===== src/rtl/exu_muldiv.sv =====
// rtl/exu_muldiv.sv - iterative RV32M multiply/divide unit with tagged valid/ready result
module exu_muldiv #(
  parameter int XLEN  = 32,
  parameter int TAG_W = 5
) (
  input  logic             clk,
  input  logic             rst_n,
  input  logic             muldiv_i_valid,
  output logic             muldiv_o_ready,
  input  logic [XLEN-1:0]  muldiv_i_a,
  input  logic [XLEN-1:0]  muldiv_i_b,
  input  logic [7:0]       muldiv_i_sel,
  input  logic [TAG_W-1:0] muldiv_i_tag,
  input  logic             muldiv_i_flush,
  output logic             muldiv_o_valid,
  input  logic             muldiv_i_ready,
  output logic [XLEN-1:0]  muldiv_o_out,
  output logic [TAG_W-1:0] muldiv_o_tag,
  output logic             muldiv_o_busy
);

  localparam int CNT_W = $clog2(XLEN + 1);
  localparam logic [XLEN-1:0] MIN_INT = {1'b1, {(XLEN-1){1'b0}}};

  typedef enum logic [1:0] {S_IDLE, S_CALC, S_FIX, S_DONE} state_t;

  state_t            state;
  logic [CNT_W-1:0]  count;
  logic [2*XLEN-1:0] acc;      // multiply: {partial product, multiplier}; divide: {unused, dividend/quotient}
  logic [XLEN-1:0]   rem;      // divide: partial remainder (always < divisor)
  logic [XLEN-1:0]   opnd;     // multiplicand or divisor magnitude
  logic              op_div;
  logic              op_low;
  logic              op_rem;
  logic              neg_out;

  // Request decode: signedness, magnitudes and the one-cycle special cases
  logic            sel_onehot;
  logic            a_sgn, b_sgn, neg_a, neg_b;
  logic            req_div, req_rem, div_zero, div_ovf, special;
  logic [XLEN-1:0] a_mag, b_mag, special_res;

  always_comb begin
    sel_onehot  = (muldiv_i_sel != 8'd0) && ((muldiv_i_sel & (muldiv_i_sel - 8'd1)) == 8'd0);
    a_sgn       = muldiv_i_sel[0] | muldiv_i_sel[1] | muldiv_i_sel[2] | muldiv_i_sel[4] | muldiv_i_sel[6];
    b_sgn       = muldiv_i_sel[0] | muldiv_i_sel[1] | muldiv_i_sel[4] | muldiv_i_sel[6];
    neg_a       = a_sgn & muldiv_i_a[XLEN-1];
    neg_b       = b_sgn & muldiv_i_b[XLEN-1];
    a_mag       = neg_a ? -muldiv_i_a : muldiv_i_a;
    b_mag       = neg_b ? -muldiv_i_b : muldiv_i_b;
    req_div     = muldiv_i_sel[4] | muldiv_i_sel[5] | muldiv_i_sel[6] | muldiv_i_sel[7];
    req_rem     = muldiv_i_sel[6] | muldiv_i_sel[7];
    div_zero    = req_div && (muldiv_i_b == '0);
    div_ovf     = (muldiv_i_sel[4] | muldiv_i_sel[6]) && (muldiv_i_a == MIN_INT) && (muldiv_i_b == '1);
    special     = !sel_onehot || div_zero || div_ovf;
    special_res = '0;
    if (!sel_onehot) begin
      special_res = '0;
    end else if (div_zero) begin
      special_res = req_rem ? muldiv_i_a : '1;
    end else if (div_ovf) begin
      special_res = req_rem ? '0 : MIN_INT;
    end
  end

  // One radix-2 step: shift-add for multiply, restoring trial subtract for divide
  logic [XLEN:0] mul_sum;
  logic [XLEN:0] div_shift;
  logic [XLEN:0] div_trial;

  always_comb begin
    mul_sum   = {1'b0, acc[2*XLEN-1:XLEN]} + (acc[0] ? {1'b0, opnd} : '0);
    div_shift = {rem, acc[XLEN-1]};
    div_trial = div_shift - {1'b0, opnd};
  end

  // Sign correction and result selection applied in FIX
  logic [2*XLEN-1:0] prod;
  logic [XLEN-1:0]   quo, rmd, fix_res;

  always_comb begin
    prod    = neg_out ? -acc : acc;
    quo     = neg_out ? -acc[XLEN-1:0] : acc[XLEN-1:0];
    rmd     = neg_out ? -rem : rem;
    fix_res = op_div ? (op_rem ? rmd : quo)
                     : (op_low ? prod[XLEN-1:0] : prod[2*XLEN-1:XLEN]);
  end

  assign muldiv_o_ready = (state == S_IDLE);
  assign muldiv_o_busy  = (state != S_IDLE);

  // Control FSM and datapath registers; o_valid rises one cycle after entering DONE
  always_ff @(posedge clk or negedge rst_n) begin
    if (!rst_n) begin
      state          <= S_IDLE;
      count          <= '0;
      acc            <= '0;
      rem            <= '0;
      opnd           <= '0;
      op_div         <= 1'b0;
      op_low         <= 1'b0;
      op_rem         <= 1'b0;
      neg_out        <= 1'b0;
      muldiv_o_valid <= 1'b0;
      muldiv_o_out   <= '0;
      muldiv_o_tag   <= '0;
    end else if (muldiv_i_flush) begin
      state          <= S_IDLE;
      muldiv_o_valid <= 1'b0;
    end else begin
      case (state)
        S_IDLE: begin
          if (muldiv_i_valid) begin
            muldiv_o_tag <= muldiv_i_tag;
            op_div       <= req_div;
            op_rem       <= req_rem;
            op_low       <= muldiv_i_sel[0];
            neg_out      <= req_rem ? neg_a : (neg_a ^ neg_b);
            rem          <= '0;
            if (special) begin
              muldiv_o_out <= special_res;
              state        <= S_DONE;
            end else begin
              acc   <= {{XLEN{1'b0}}, req_div ? a_mag : b_mag};
              opnd  <= req_div ? b_mag : a_mag;
              count <= CNT_W'(XLEN);
              state <= S_CALC;
            end
          end
        end
        S_CALC: begin
          if (op_div) begin
            if (!div_trial[XLEN]) begin
              rem <= div_trial[XLEN-1:0];
              acc <= {acc[2*XLEN-1:XLEN], acc[XLEN-2:0], 1'b1};
            end else begin
              rem <= div_shift[XLEN-1:0];
              acc <= {acc[2*XLEN-1:XLEN], acc[XLEN-2:0], 1'b0};
            end
          end else begin
            acc <= {mul_sum, acc[XLEN-1:1]};
          end
          count <= count - CNT_W'(1);
          if (count == CNT_W'(1)) begin
            state <= S_FIX;
          end
        end
        S_FIX: begin
          muldiv_o_out <= fix_res;
          state        <= S_DONE;
        end
        S_DONE: begin
          if (!muldiv_o_valid) begin
            muldiv_o_valid <= 1'b1;
          end else if (muldiv_i_ready) begin
            muldiv_o_valid <= 1'b0;
            state          <= S_IDLE;
          end
        end
        default: state <= S_IDLE;
      endcase
    end
  end

endmodule


===== config.mk =====
export PLATFORM = sky130hd
export DESIGN_NAME = exu_muldiv
export DESIGN_NICKNAME = d
export VERILOG_FILES = /design/src/rtl/exu_muldiv.sv
export SDC_FILE = /design/constraint.sdc
export NUM_CORES = 1
export LEC_CHECK = 0
export CORE_ASPECT_RATIO = 1.1
export CORE_MARGIN = 2
export CORE_UTILIZATION = 30
export CTS_CLUSTER_DIAMETER = 120
export CTS_CLUSTER_SIZE = 20
export DETAILED_ROUTE_END_ITERATION = 8
export HOLD_SLACK_MARGIN = 0.03
export PLACE_DENSITY = 0.42
export RECOVER_POWER = 100
export SYNTH_ARGS = -nofsm -noshare
export SYNTH_HDL_FRONTEND = slang
export SYNTH_SLANG_ARGS = --single-unit

===== constraint.sdc =====
create_clock -name clk -period 8.9 [get_ports clk]
set_input_delay 1.78 -clock clk [delete_from_list [all_inputs] [get_ports clk]]
set_output_delay 1.78 -clock clk [all_outputs]
set_load 0.03 [all_outputs]

==> metrics <==
Nets approximately 2,400; CP endpoint kind flop; top layer in use met4; fillcell total 5,878; Leak 7.72 nW; EDFF count, synth 0; IO Pins between 100 and 150; syn avg cell area 7.58 sq um; worst skew pair latency 0.50 ns; Placed Instance Area 0.0185 sq mm; skew final 0.0131 ns; initial antenna violation count 1; Startpoint Class input pin; Avg Vias per Cell 5.62; Final Util 34.7%; first-pass GRT wire length 107 mm; Longest Clk Path Bufs 2; top post-synthesis cells by area dfrtp_1 27%, o21ai_0 6.2%, nand2_1 5.8%; share of the synthesized area in the top cell type 26.8%; Design Area, Final around 0.019 sq mm; P&R area growth vs syn 14.2%; CTS buffer count 17; fmax 0.150 GHz; hold crit path type reg2reg; multi-input logic area 0.0114 sq mm; Worst R2R Setup Slack 2.84 ns; main combinational cell family by area after synthesis compound AO/OA/AOI/OAI gates; Pre-antenna DRT Iters 5; Starting Density 30.3%; hold_ws 0.475 ns; Die Ht 251 um; pwr dens 274 mW/mm^2; Worst-Margin Slew 4.90 ns; # rows 90; Resized cells post-CTS 0; I/O Buffers 121; worst path arrival time 6.96 ns; die area 0.0574 sq mm; Tmin final 6.68 ns; crit-path max FO 63; multiplexer area fraction after synthesis under 10%; Gate Count Post-Synth roughly 2,200; total track usage 25.2%; half-perimeter wire length after placement 57.5 mm; final wirelength 72.5 mm; ant diodes 0; Post-Synth Simple-Gate Area 21.4%; Adder-Cell Fraction of Synth Area 5.88%; fin. max-slew vios 321; Primary FF master, synth dfrtp_1; Synth Register Bits roughly 180; Synth Area in Compound Gates 26.2%; Crit Path Class in2reg; DRC viols 0; root buffer cell clkbuf_16; leading cell type in the layout, fill and taps excluded nand2_1; TritonCTS clock tree yes; Max transition margin -227%; vias in the first global route 15,800; total power draw 5.21 mW; GPL Wtd Cong between 0.9 and 1; largest net degree at the start of global routing 94; wire length on met2 31.6 mm; htree depth 4; core footprint 0.0548 sq mm; register area 0.00446 sq mm; ratio of cells with drive above 1 in the final layout 4.94%; worst path required time 9.18 ns; period utilization 75.0%; violated checks capacitance limit, slew limit; Final Non-Filler Cells about 3,000; DRT iter0 DRCs 1,524; final number of setup-violating endpoints 0; met3 wire length 4.71 mm; unrepaired setup endpoints after global routing false; Seq/Total Area, Yosys 26.8%; Post-Place Setup Slack 2.41 ns; Synth Net Count 2,354; Sink Count ~180; total grt overflow 0; Synth area leader dfrtp_1; cts hold-fix bufs 0; Worst-path clk slew 0.08 ns; post-CTS setup buffers 0; post-synthesis cell type count 78; drt wl/cell about 24 um; Setup WS post-layout roughly 2.2 ns; worst vdd ir ~200 uV; TNS Setup 0 ns; fraction of registers with async set/reset between 90% and 100%; endpoints failing hold 0; Ys Warns 0; Met1 Wirelength about 33 mm; Inst Count DP 2,953; vias after detailed routing 16,800; synthesized cell area approximately 0.017 sq mm; post-synthesis xor/xnor area fraction 10.0%; commonest non-fill, non-tap cells in the layout 258 x nand2_1, 249 x nor2_1, 224 x o21ai_0; outcome finished with violations; antenna-violating nets left 0; Die W about 230 um; # Max-Cap Violations 6
path summary, 6_finish.rpt:
kind	cells past startpoint	startpoint	end
worst max-delay path	11	muldiv_i_a[6]	count[1]$_DFFE_PN0P_
worst min-delay path	2	muldiv_o_out[27]$_DFFE_PN0P_	muldiv_o_out[27]$_DFFE_PN0P_
worst max register to register	13	acc[31]$_DFFE_PN0P_	acc[0]$_DFFE_PN0P_
worst min register to register	2	muldiv_o_out[27]$_DFFE_PN0P_	muldiv_o_out[27]$_DFFE_PN0P_
max in group asynchronous	2	rst_n	muldiv_o_out[27]$_DFFE_PN0P_
min in group asynchronous	1	rst_n	count[1]$_DFFE_PN0P_
synthesized netlist by cell type, drive strengths merged (13+ instances only):
cell    number
o31ai       56
and2        13
o22ai       13
a21oi      187
o21a        15
xnor2      103
nand4       22
nor2       250
o21ai      227
a21o        26
o41ai       23
nor3        35
dfrtp      178
a31oi       23
or3         32
nand2b      23
xor2        87
nand3       29
nand2      258
mux2i       39
o211ai      18
buf         23
or4         26
clkbuf     109
a211oi      44
nor4        28
ha          75
inv         69
nor2b       15
mux2        36
power breakdown:
group | switching, mW | internal [mW]
Clock | 0.377 | 0.420
Combinational | 1.95 | 1.11
Sequential | 0.316 | 1.04
Total | 2.64 | 2.57
routing by layer:
layer	vias to the layer above	global-route usage, %
met1	8092	34.3
met2	545	38.4
li1	8042	-
met5	-	0
met4	0	11.7
met3	97	4.72
cell type report:
cell class	count	area share [%]
clock buffer	19	2.33
clock inverter	11	0.698
inverter	70	1.38
multi-input combinational	1815	59.8
sequential	178	23.4
tap	736	4.84
timing repair buffer	154	7.47
sequential cells by signal, indices dropped and copies added (netlist names), 2 cells and up:
| register | cells |
|---|---|
| opnd | 32 |
| rem | 32 |
| count | 6 |
| state | 2 |
| muldiv_o_tag | 5 |
| acc | 64 |
| muldiv_o_out | 32 |
cells by family (layout without fill, tap and decap cells):
group,count (synthesis),count (layout)
xor gates and xnor gates,190,190
adders and majority gates,77,77
AOI/OAI and AO/OA,708,708
muxes,76,76
and+or+nand+nor,764,764
DFF,178,178
buffers and inverters,202,254
worst max-delay path: stages:
cell and delay [ns]:
dlygate4sd3_1 0.59, or4_1 0.63, nor4_1 0.71, nand4_1 0.33
nor3_1 0.39, or4_2 0.18, buf_4 0.50, nand2_1 0.28
clkbuf_1 1.02, nand3b_1 0.36, o21ai_0 0.12
No activity file was read; power rests on OpenSTA's default activity.
